<file path="config.mk">
export PLATFORM = sky130hd
export DESIGN_NAME = srsc_channel_scheduler
export DESIGN_NICKNAME = d
export VERILOG_FILES = /design/src/rtl/srsc_pkg.sv /design/src/rtl/srsc_tag_pipe.sv /design/src/rtl/srsc_channel_scheduler.sv
export SDC_FILE = /design/constraint.sdc
export NUM_CORES = 1
export LEC_CHECK = 0
export BUFFER_PORTS_ARGS = -buffer_cell sky130_fd_sc_hd__buf_2
export CORE_MARGIN = 3
export CORE_UTILIZATION = 55
export CTS_CLUSTER_SIZE = 25
export DETAILED_ROUTE_END_ITERATION = 7
export PLACE_DENSITY = 0.91
export SYNTH_ARGS = -nofsm -noshare
export SYNTH_HDL_FRONTEND = slang
export SYNTH_SLANG_ARGS = --single-unit
</file>
<file path="constraint.sdc">
create_clock -name clk -period 2.64 [get_ports clk]
set_input_delay 0.264 -clock clk [delete_from_list [all_inputs] [get_ports clk]]
set_output_delay 0.264 -clock clk [all_outputs]
set_load 0.02 [all_outputs]
</file>
<file path="src/rtl/srsc_pkg.sv">
// srsc_pkg: shared widths, scheduler states and channel indices for the SRSC channel scheduler
package srsc_pkg;
  localparam int DW_DEF = 8;
  localparam int TW_DEF = 10;
  typedef enum logic [1:0] {IDLE, ISSUE, DRAIN, DONE} state_t;
  localparam logic [1:0] CH_R = 2'd0;
  localparam logic [1:0] CH_G = 2'd1;
  localparam logic [1:0] CH_B = 2'd2;
endpackage

</file>
<file path="src/rtl/srsc_tag_pipe.sv">
// srsc_tag_pipe: LAT-deep shift register of {valid, ch} tracking products inside the shared multiplier
// Ports: clk, rst (async, active-high), clear (sync flush), push_valid/push_ch (tag entering with the
//        operands), pop_valid/pop_ch (tag aligned with mul_result)
module srsc_tag_pipe #(
  parameter int LAT = 1
) (
  input  logic       clk,
  input  logic       rst,
  input  logic       clear,
  input  logic       push_valid,
  input  logic [1:0] push_ch,
  output logic       pop_valid,
  output logic [1:0] pop_ch
);
  logic [LAT-1:0][2:0] pipe_q, pipe_d;
  logic [LAT:0][2:0]   taps;
  // taps[0] is the incoming tag, taps[i] is stage i-1, so a one-slot shift is taps[LAT-1:0]
  assign taps = {pipe_q, push_valid, push_ch};
  assign {pop_valid, pop_ch} = pipe_q[LAT-1];
  always_comb pipe_d = clear ? '0 : taps[LAT-1:0];
  always_ff @(posedge clk or posedge rst)
    if (rst) pipe_q <= '0;
    else pipe_q <= pipe_d;
endmodule

</file>
<file path="src/rtl/srsc_channel_scheduler.sv">
// srsc_channel_scheduler: time-multiplexes one shared SRSC multiplier across the R, G, B channels of a pixel
// Ports: clk, rst (async, active-high), clear (sync abort); in_* pixel input with in_valid/in_ready;
//        mul_a/mul_b operands to and mul_result from the shared multiplier; out_r/g/b results with
//        out_valid/out_ready; busy high whenever not IDLE
module srsc_channel_scheduler
  import srsc_pkg::*;
#(
  parameter int MUL_LATENCY = 1,
  parameter int DW = DW_DEF,
  parameter int TW = TW_DEF
) (
  input  logic          clk,
  input  logic          rst,
  input  logic          clear,
  input  logic          in_valid,
  output logic          in_ready,
  input  logic [DW-1:0] in_diff_r,
  input  logic [DW-1:0] in_diff_g,
  input  logic [DW-1:0] in_diff_b,
  input  logic [TW-1:0] in_inv_t,
  output logic [DW-1:0] mul_a,
  output logic [TW-1:0] mul_b,
  input  logic [DW-1:0] mul_result,
  output logic          out_valid,
  input  logic          out_ready,
  output logic [DW-1:0] out_r,
  output logic [DW-1:0] out_g,
  output logic [DW-1:0] out_b,
  output logic          busy
);
  state_t        state_q, state_d;
  logic [1:0]    ch_cnt_q, ch_cnt_d;
  logic [DW-1:0] diff_r_q, diff_r_d, diff_g_q, diff_g_d, diff_b_q, diff_b_d;
  logic [TW-1:0] inv_t_q, inv_t_d;
  logic [DW-1:0] out_r_q, out_r_d, out_g_q, out_g_d, out_b_q, out_b_d;
  logic          issue, pop_valid, take;
  logic [1:0]    pop_ch;
  srsc_tag_pipe #(.LAT(MUL_LATENCY)) u_tag_pipe (
    .clk       (clk),
    .rst       (rst),
    .clear     (clear),
    .push_valid(issue),
    .push_ch   (ch_cnt_q),
    .pop_valid (pop_valid),
    .pop_ch    (pop_ch)
  );
  assign out_r = out_r_q;
  assign out_g = out_g_q;
  assign out_b = out_b_q;
  assign busy  = state_q != IDLE;
  always_comb begin
    state_d   = state_q;
    ch_cnt_d  = ch_cnt_q;
    diff_r_d  = diff_r_q;
    diff_g_d  = diff_g_q;
    diff_b_d  = diff_b_q;
    inv_t_d   = inv_t_q;
    issue     = state_q == ISSUE;
    out_valid = !clear && state_q == DONE;
    // DONE hands off to the next pixel in the same cycle the result is taken
    in_ready  = !clear && (state_q == IDLE || (state_q == DONE && out_ready));
    take      = in_valid && in_ready;
    mul_a     = !issue ? '0 : ch_cnt_q == CH_R ? diff_r_q : ch_cnt_q == CH_G ? diff_g_q : diff_b_q;
    mul_b     = issue ? inv_t_q : '0;
    out_r_d   = (pop_valid && pop_ch == CH_R) ? mul_result : out_r_q;
    out_g_d   = (pop_valid && pop_ch == CH_G) ? mul_result : out_g_q;
    out_b_d   = (pop_valid && pop_ch == CH_B) ? mul_result : out_b_q;
    if (take) begin
      diff_r_d = in_diff_r;
      diff_g_d = in_diff_g;
      diff_b_d = in_diff_b;
      inv_t_d  = in_inv_t;
      ch_cnt_d = CH_R;
    end
    case (state_q)
      IDLE:    state_d = take ? ISSUE : IDLE;
      ISSUE: begin
        ch_cnt_d = ch_cnt_q + 2'd1;
        state_d  = ch_cnt_q == CH_B ? DRAIN : ISSUE;
      end
      DRAIN:   state_d = (pop_valid && pop_ch == CH_B) ? DONE : DRAIN;
      default: state_d = take ? ISSUE : out_ready ? IDLE : DONE;
    endcase
    if (clear) state_d = IDLE;
  end
  always_ff @(posedge clk or posedge rst)
    if (rst) begin
      state_q  <= IDLE;
      ch_cnt_q <= '0;
      diff_r_q <= '0;
      diff_g_q <= '0;
      diff_b_q <= '0;
      inv_t_q  <= '0;
      out_r_q  <= '0;
      out_g_q  <= '0;
      out_b_q  <= '0;
    end else begin
      state_q  <= state_d;
      ch_cnt_q <= ch_cnt_d;
      diff_r_q <= diff_r_d;
      diff_g_q <= diff_g_d;
      diff_b_q <= diff_b_d;
      inv_t_q  <= inv_t_d;
      out_r_q  <= out_r_d;
      out_g_q  <= out_g_d;
      out_b_q  <= out_b_d;
    end
endmodule

</file>
==> results of run 1 <==
[area by class of cell]
cell class,instances,share of cell area
clock buffers,14,0.0473
repair buffers,93,0.136
clock inverters,2,0.00961
multi-input cells,121,0.334
inverters,3,0.00309
flip-flops and latches,65,0.446
well taps,70,0.0240
[flip-flops by register name, summed over array words and instances (netlist names)]
register	flops
u_tag_pipe.pipe_q	3
diff_r_q	8
out_g	8
state_q	2
out_r	8
diff_g_q	8
ch_cnt_q	2
diff_b_q	8
inv_t_q	10
out_b	8
[power breakdown]
part	internal, W	total, W	switching [W]	leakage, nW
Clock	0.000513	0.000853	0.000339	0.107
Combinational	0.000784	0.00157	0.000787	0.931
Sequential	0.00139	0.00160	0.000209	0.771
[layout by cell type (no fill, tap or decap), drive strengths merged, types with 2 or more instances in the layout]
| cell | Yosys | layout |
|---|---|---|
| ha | 3 | 3 |
| and2 | 10 | 10 |
| nor2 | 13 | 13 |
| nand2 | 5 | 5 |
| mux2 | 66 | 66 |
| nand3b | 2 | 2 |
| inv | 3 | 3 |
| dfrtp | 65 | 65 |
| a21oi | 3 | 3 |
| nand2b | 2 | 2 |
| buf | 4 | 93 |
| clkbuf | 5 | 14 |
| mux2i | 8 | 8 |
[how the worst max path moves through the flow]
| stage | endpoint | slack [ps] | cells past startpoint |
|---|---|---|---|
| 6_report | mul_a[5] | 410 | 6 |
| 5_1_grt | mul_a[2] | 260 | 6 |
| 4_1_cts | mul_a[5] | 380 | 6 |
| 3_5_place_dp | mul_a[5] | 710 | 6 |
| 3_3_place_gp | mul_a[3] | 770 | 6 |
| 2_1_floorplan | ch_cnt_q[0] | 750 | 1 |
[metrics by stage]
step	cells	hold slack, ps	power, W	setup WS (ps)
2_1_floorplan	198	412	0.00275	750
3_3_place_gp	352	397	0.00315	774
3_5_place_dp	352	405	0.00321	714
4_1_cts	368	47.2	0.00407	376
5_1_grt	368	83.4	0.00427	261
6_report	368	41.8	0.00402	405
[worst register-to-register path: stages, from the launching register on]
cell	delay (ps)
dfrtp_1	430
or2_1	320
a21oi_4	170
buf_12	260
mux2_2	410
[layer usage]
| metal | vias up | GRT usage | part of all wire | wire length (um) |
|---|---|---|---|---|
| met2 | 75 | 0.290 | 0.46 | 2480 |
| met4 | 0 | 0.0773 | 0.013 | 68 |
| met1 | 899 | 0.257 | 0.45 | 2390 |
| li1 | 874 | - | - | - |
| met3 | 6 | 0.0431 | 0.080 | 428 |
| met5 | - | 0 | 0 | 0 |
[kinds of logic after synthesis]
logic type | count (synthesis) | synth area share
muxes | 74 | 0.315
adders and majority gates | 3 | 0.0127
and+or+nand+nor | 37 | 0.0671
DFF | 65 | 0.552
AOI/OAI and AO/OA | 7 | 0.0187
buffers and inverters | 12 | 0.0344
==> results by group, run 1 <==
Worst setup path
  • Buf/Inv on CP: 2
  • R2r endpoint: diff_b_q[6]
  • Maximum fanout along the worst path: 8
  • Flop2flop setup slack: 930 ps
  • Largest stage delay on the critical path: 410 ps
  • WP data arrival: slightly below 2000 ps
  • CP top delay family: multiplexers
  • CP Launch Type: flop
  • CP Class: reg -> out
  • Worst-path cell chain: inv_1 > ha_1 > mux2_2 > mux2i_1 > nor2_1 > buf_2
  • Worst setup EP type: output pin
  • Reg2reg start: state_q[1]
  • Slowest cell on crit path: ha_1
  • Crit path from: ch_cnt_q[1]
  • Critical Path RT: 2380 ps
  • R2R cell count: 4

Detailed routing
  • Post-Route WL: 5.37 mm
  • Drt pass-1 iters: 4
  • DRC violations left: 0
  • DR WL/cell: 14.6 um
  • Antenna Nets Post-Route: 0
  • Via count: around 1900
  • Initial drt markers: just over 60
  • Via density: 5.04

Timing
  • Final min period: between 2000 and 2500 ps
  • Max_slew headroom: 0.544
  • RSZ-0062 raised after global routing: false
  • Fmax: 0.447 GHz
  • Worst Max-Slew Pin Slew: ~680 ps
  • Post-route setup TNS: 0 ps
  • Period utilization: 0.846
  • Clock Skew: 9.02 ps
  • Endpoints failing hold: 0
  • Max-slew violations: 0
  • Setup violations, final: 0

Synthesis
  • Post-synth cell types: 25
  • Count leader, synth: dfrtp_1
  • Largest cells by area after synthesis: dfrtp_1 (55%), mux2_2 (15%), mux2_4 (14%)
  • Post-synth net total: roughly 250
  • Number of enable flip-flop cells after synthesis: 0
  • Commonest cells post-synth: dfrtp_1 (65), mux2_2 (38), mux2_4 (28)
  • Netlist Area Pre-Place: approximately 2900 sq um
  • Synth Instances: a little under 200
  • Yosys warning total: 0
  • Post-synthesis sequential area ratio: 0.552
  • Seq cells post-synth: 65
  • Top cell type's share of synthesized area: 0.552
  • Avg Synthesized Cell Area: 14.9 sq um
  • Async set-or-reset flop fraction in the synthesized netlist: 1.00
  • Top_reg_cell synth: dfrtp_1
  • Leading area contributor after synthesis: dfrtp_1

Layout
  • Area of the multi-input gates: 1220 sq um
  • Layout area overhead: 23.8%
  • Final instance area: 3650 sq um
  • Nets: 343
  • Antenna cells: 0
  • Seq. cell area: 1630 sq um
  • Final Core Density: 0.710
  • Layout fillers: 385
  • Share of cells above drive strength 1: 0.591

Floorplan
  • Number of core rows: 26
  • Starting Density: 0.573
  • Die Width: between 70 and 80 um
  • Die Y: 79.2 um
  • Die area: 6270 sq um
  • I/O pin cnt: just over 90
  • Core box area: 5140 sq um

CTS
  • Clock tree from TritonCTS: done
  • Worst-case clock buffer depth: 2
  • Resize count post-CTS: 0
  • Quantity of hold-fixing buffers added after cts: 0
  • Clock root buffer: clkbuf_8
  • Worst-Skew Late Latency: 320 ps
  • Clk pin slew, worst setup/hold paths: 60 ps
  • H-Tree Depth: 3
  • Total CTS buffers: 9
  • Clock sinks: 65
  • Post-CTS Setup Bufs: 0

GRT
  • Grt ovf: 0
  • Antenna violations before repair: 0
  • Vias in the first global route: 1911
  • All-Layer GR Usage: 0.188
  • First-pass GRT wire length: 9.14 mm
  • Largest net degree at the start of global routing: 37

Worst hold path
  • Hold Crit Class: in -> async

Job
  • Total of max-cap violations: 0

Placed design
  • Dpl cell area: 3440 sq um
  • DP HPWL: 3.90 mm
  • PortBufs: 91
  • Gpl congestion: 0.673

Outcome
  • Status: finished, final reports clean

Power and ir drop
  • Worst VDD drop: roughly 0.54 mV
  • Pwr/cell area: 1100 nW/um^2
  • Leak Pwr: 1.81 nW
Note: power is estimated with default switching activity, not from simulation.
==> run 2: changes to the inputs <==
CORE_UTILIZATION = 51   (was 55)
PLACE_DENSITY = 0.86   (was 0.91)
clock period = 2.3 ns   (was 2.64 ns; I/O delays follow)
==> results by group, run 2 (synthesis gave the netlist of run 1 again) <==
GRT
  • M3 GR Usage: 0.0471
  • GR Util met1: 0.241
  • Top Usage Layer GRT: met2
  • First-pass GRT wire length: 9.26 mm
  • Antenna violations before repair: 0
  • All-Layer GR Usage: 0.185
  • Largest net degree at the start of global routing: 37
  • Grt met2 use: 0.292
  • Vias in the first global route: 1949
  • Grt ovf: 0

Worst setup path
  • Maximum fanout along the worst path: 8
  • Critical Path RT: 2070 ps
  • Flop2flop setup slack: 600 ps
  • Worst setup EP type: output pin
  • CP Class: reg -> out
  • Crit path from: ch_cnt_q[1]
  • Reg2reg start: state_q[1]
  • CP Launch Type: flop
  • WP data arrival: 1930 ps

CTS
  • Clk pin slew, worst setup/hold paths: around 70 ps
  • Total CTS buffers: 9
  • Clock sinks: 65
  • Worst-Skew Late Latency: 330 ps
  • Clock root buffer: clkbuf_8
  • Worst-case clock buffer depth: 2
  • Clock tree from TritonCTS: done
  • Post-CTS Setup Bufs: 0
  • H-Tree Depth: 3

Layout
  • Layout area overhead: 23.7%
  • Nets: 345
  • Most common cell after layout, fill and taps aside: buf_2
  • Layout fillers: ~440
  • Seq. cell area: 1630 sq um
  • Antenna cells: 0
  • Area of the multi-input gates: 1220 sq um
  • Fin cells: 372
  • Share of cells above drive strength 1: 0.600
  • Commonest non-fill, non-tap cells in the layout: buf_2 (91), dfrtp_1 (65), mux2_2 (38)
  • Number of flip-flops in the largest register: 10
  • Biggest register: inv_t_q

Placed design
  • Placed Cells: between 300 and 400
  • PortBufs: 91
  • Gpl congestion: 0.744
  • Place WS: 355 ps
  • DP HPWL: ~4.3 mm

Floorplan
  • Starting Density: 0.532
  • Die area: approximately 6700 sq um
  • Number of core rows: 27
  • Core box area: 5540 sq um
  • I/O pin cnt: 92
  • Die Y: slightly above 80 um
  • Die Width: 82.0 um

Detailed routing
  • Post-Route WL: about 5.9 mm
  • Initial drt markers: 73
  • Via count: 1908
  • DR WL/cell: 15.7 um
  • Via density: 5.13
  • DRC violations left: 0
  • Drt pass-1 iters: 4
  • Antenna Nets Post-Route: 0

Timing
  • Final worst slack: 141 ps
  • Final min period: about 2200 ps
  • RSZ-0062 raised after global routing: false
  • Clock Skew: 11.0 ps
  • Endpoints failing hold: 0
  • Post-route setup TNS: 0 ps
  • Setup violations, final: 0
  • Max_slew headroom: 0.517
  • Worst Max-Slew Pin Slew: 723 ps
  • Fmax: 0.463 GHz
  • Period utilization: 0.939
  • Max-slew violations: 0

Outcome
  • Status: finished, final reports clean

Job
  • Total of max-cap violations: 0

Power and ir drop
  • Pwr/cell area: 1270 nW/um^2
  • Leak Pwr: ~1.8 nW
  • Worst VDD drop: 0.605 mV

Worst hold path
  • Hold Crit Class: in -> async
-- run 2: per-layer routing --
metal	routed length, um	up-vias
met5	0	-
met4	74	0
met3	449	8
met2	2790	77
met1	2540	941
li1	-	882
-- run 2: worst max-delay path: stages (launching register included) --
cell	delay, ps
dfrtp_1	390
inv_1	120
ha_2	320
mux2_2	370
mux2i_1	160
nor2_1	70
buf_2	180
-- run 2: timing repair --
action / in CTS / in global routing
endpoints found under the setup margin: 1 / 0
resized for setup: 1 / 0
hold buffers: 0 / 0
-- run 2: cell type report --
type	instances	share of cell area
clock buffer	11	0.0388
clock inverter	5	0.0151
multi-input combinational	121	0.335
inverter	3	0.00309
timing repair buffer	95	0.137
tap	72	0.0247
sequential	65	0.446
-- run 2: per-stage QoR --
stage	power [W]	instance area [sq um]	utilization	hold slack, ps
CTS	0.00467	3640	0.658	23.7
floorplan	0.00316	2950	-	378
detailed placement	0.00371	3440	0.622	392
global route	0.00490	3640	0.658	58.8
global placement	0.00362	3440	0.622	386
finish	0.00461	3640	0.658	6.16
-- run 2: worst paths after layout --
path                                     to  cells after the start
worst max-delay path               mul_a[2]                      6
worst max register to register  diff_g_q[0]                      4
min in group clk                 inv_t_q[1]                      2
worst min-delay path             inv_t_q[9]                      2
max in group asynchronous          out_r[4]                      3
worst min register to register     out_g[2]                      1
-- run 2: power by group --
group          internal (W)  switching, W  leakage (nW)
clock network      0.000526      0.000418        0.0953
logic              0.000903      0.000924         0.934
registers           0.00159      0.000247         0.771
==> run 3: changes to the inputs <==
SYNTH_HIERARCHICAL = 1   (was unset)
==> results by group, run 3 <==
Outcome
  • Status: finished, final reports clean

CTS
  • Clock root buffer: clkbuf_8
  • Worst-case clock buffer depth: 2
  • H-Tree Depth: 3
  • Clock tree from TritonCTS: done
  • Post-CTS Setup Bufs: 0
  • Worst-Skew Late Latency: 330 ps
  • Total CTS buffers: 9
  • Clk pin slew, worst setup/hold paths: 70 ps
  • Clock sinks: 65

Detailed routing
  • Via count: 1863
  • Drt pass-1 iters: 4
  • DR WL/cell: about 15 um
  • Post-Route WL: 5.68 mm
  • Antenna Nets Post-Route: 0
  • Via density: 4.97
  • Initial drt markers: 80
  • DRC violations left: 0

Timing
  • Clock Skew: 5.21 ps
  • Worst Max-Slew Pin Slew: about 680 ps
  • Max-slew violations: 0
  • Final min period: between 2000 and 2500 ps
  • Period utilization: 0.924
  • Post-route setup TNS: 0 ps
  • Setup violations, final: 0
  • RSZ-0062 raised after global routing: false
  • Max_slew headroom: 0.548
  • Endpoints failing hold: 0
  • Fmax: around 0.47 GHz

Synthesis
  • Multiplexer share of the synthesized area: 0.313
  • Number of enable flip-flop cells after synthesis: 0
  • Async set-or-reset flop fraction in the synthesized netlist: 1.00
  • Leading area contributor after synthesis: dfrtp_1
  • Commonest cells post-synth: dfrtp_1 (65), mux2_2 (38), mux2_4 (28)
  • Synth Instances: 200
  • Compound-Gate Fraction of Synth Area: 0.0186
  • Top_reg_cell synth: dfrtp_1
  • Count leader, synth: dfrtp_1
  • Synth Area in XOR/XNOR: 0
  • Yosys warning total: 6
  • Post-synthesis sequential area ratio: 0.549
  • Post-Synth Simple-Gate Area: 0.0709
  • Netlist Area Pre-Place: 2960 sq um
  • Main combinational cell family by area after synthesis: multiplexers
  • Avg Synthesized Cell Area: 14.8 sq um
  • Largest cells by area after synthesis: dfrtp_1 (55%), mux2_2 (14%), mux2_4 (14%)
  • Top cell type's share of synthesized area: 0.549
  • Post-synth cell types: 27
  • Post-synth net total: 250
  • Seq cells post-synth: 65
  • Synth Area in Adders: 0.0127

Placed design
  • Placed Cells: 358
  • DP HPWL: between 4 and 5 mm
  • Gpl congestion: approximately 0.7
  • Dpl cell area: 3460 sq um
  • PortBufs: between 90 and 100

Worst setup path
  • Setup crit end: mul_a[4]
  • Maximum fanout along the worst path: 8
  • Crit path from: ch_cnt_q[1]
  • R2r endpoint: diff_b_q[6]
  • R2R cell count: 4
  • Critical Path RT: 2070 ps
  • CP Launch Type: flop
  • CP Class: reg -> out
  • WP data arrival: 1900 ps
  • Flop2flop setup slack: 610 ps
  • Reg2reg start: state_q[0]
  • Worst setup EP type: output pin

Floorplan
  • Core box area: 5570 sq um
  • Number of core rows: 27
  • Die Width: around 82 um
  • I/O pin cnt: 92
  • Die Y: roughly 82 um
  • Die area: 6760 sq um
  • Starting Density: 0.532

Layout
  • Layout area overhead: 26.2%
  • Most common cell after layout, fill and taps aside: buf_2
  • Antenna cells: 0
  • Biggest register: inv_t_q
  • Final instance area: roughly 3700 sq um
  • Commonest non-fill, non-tap cells in the layout: buf_2 (91), dfrtp_1 (65), mux2_2 (38)
  • Share of cells above drive strength 1: 0.601
  • Number of flip-flops in the largest register: 10
  • Nets: 348
  • Fin cells: 375

GRT
  • Largest net degree at the start of global routing: 37
  • All-Layer GR Usage: 0.184
  • Antenna violations before repair: 0
  • First-pass GRT wire length: 9.11 mm
  • Vias in the first global route: 1913
  • Grt ovf: 0

Power and ir drop
  • Worst VDD drop: 0.728 mV
  • Pwr/cell area: about 1300 nW/um^2
  • Leak Pwr: 1.85 nW

Worst hold path
  • Hold Crit Class: in -> reg

Job
  • Total of max-cap violations: 0
-- run 3: changes by cell type after synthesis, sizes merged, moves of 2 or more --
cell	previous run	this run
clkbuf	5	3
nor2	13	9
inv	3	6
nor2b	0	3
-- run 3: how the worst min path moves through the flow --
| stage | startpoint | to | slack [ps] | depth (start not counted) |
|---|---|---|---|---|
| after floorplan | rst | u_tag_pipe/pipe_q[0] | -20 | 1 |
| after global placement | rst | u_tag_pipe/pipe_q[0] | 130 | 2 |
| after detailed placement | rst | u_tag_pipe/pipe_q[0] | 130 | 2 |
| after CTS | in_inv_t[9] | inv_t_q[9] | 100 | 2 |
| after global routing | in_inv_t[3] | inv_t_q[3] | 100 | 2 |
| final | in_inv_t[4] | inv_t_q[4] | 120 | 2 |
-- run 3: through the flow --
step                      total power (W)  utilization  setup slack, ps  hold slack (ps)
final                             0.00489        0.671              175              123
after global routing              0.00519        0.671             67.9             98.3
after CTS                         0.00495        0.670             21.6              101
after detailed placement          0.00369        0.621              406              130
after global placement            0.00362        0.621              466              125
after floorplan                   0.00315            -              529            -16.4
-- run 3: worst max-delay path, cell delays in order (launching register included) --
cell,delay [ps]
dfrtp_1,400
inv_1,100
ha_2,310
mux2_2,360
mux2i_1,160
nor2_1,70
buf_2,160
-- run 3: power by group --
| group | switching, W | internal, W | leakage, nW | total, W |
|---|---|---|---|---|
| logic | 0.000910 | 0.000910 | 0.950 | 0.00182 |
| clock network | 0.000428 | 0.000809 | 0.129 | 0.00124 |
| registers | 0.000244 | 0.00159 | 0.771 | 0.00184 |
| total | 0.00158 | 0.00331 | 1.85 | 0.00489 |
-- run 3: area by class of cell --
type	instances	area, sq um
Clock buffer	12	165
Tap cell	72	90.1
Fill cell	402	1840
Sequential cell	65	1630
Inverter	6	22.5
Multi-Input combinational cell	121	1240
Clock inverter	4	97.6
Timing Repair Buffer	95	500
-- run 3: routing by layer --
metal | vias to the layer above | GRT usage | part of all wire
li1 | 887 | - | -
met1 | 902 | 0.226 | 0.45
met2 | 68 | 0.301 | 0.47
met3 | 6 | 0.0445 | 0.064
met4 | 0 | 0.0947 | 0.011
met5 | - | 0 | 0
-- run 3: logic make-up (layout without fill, tap and decap cells) --
kind of cell | Yosys count | count (layout)
compound gates | 7 | 7
fa+ha+maj | 3 | 3
mux | 74 | 74
buf+inv | 14 | 117
flops | 65 | 65
simple gates | 37 | 37
-- run 3: timing repair --
item / CTS / global route
endpoints found under the setup margin: 0 / 13
endpoints found under the hold margin: 53 / 0
hold buffers: 1 / 0
gates resized for setup: 0 / 2
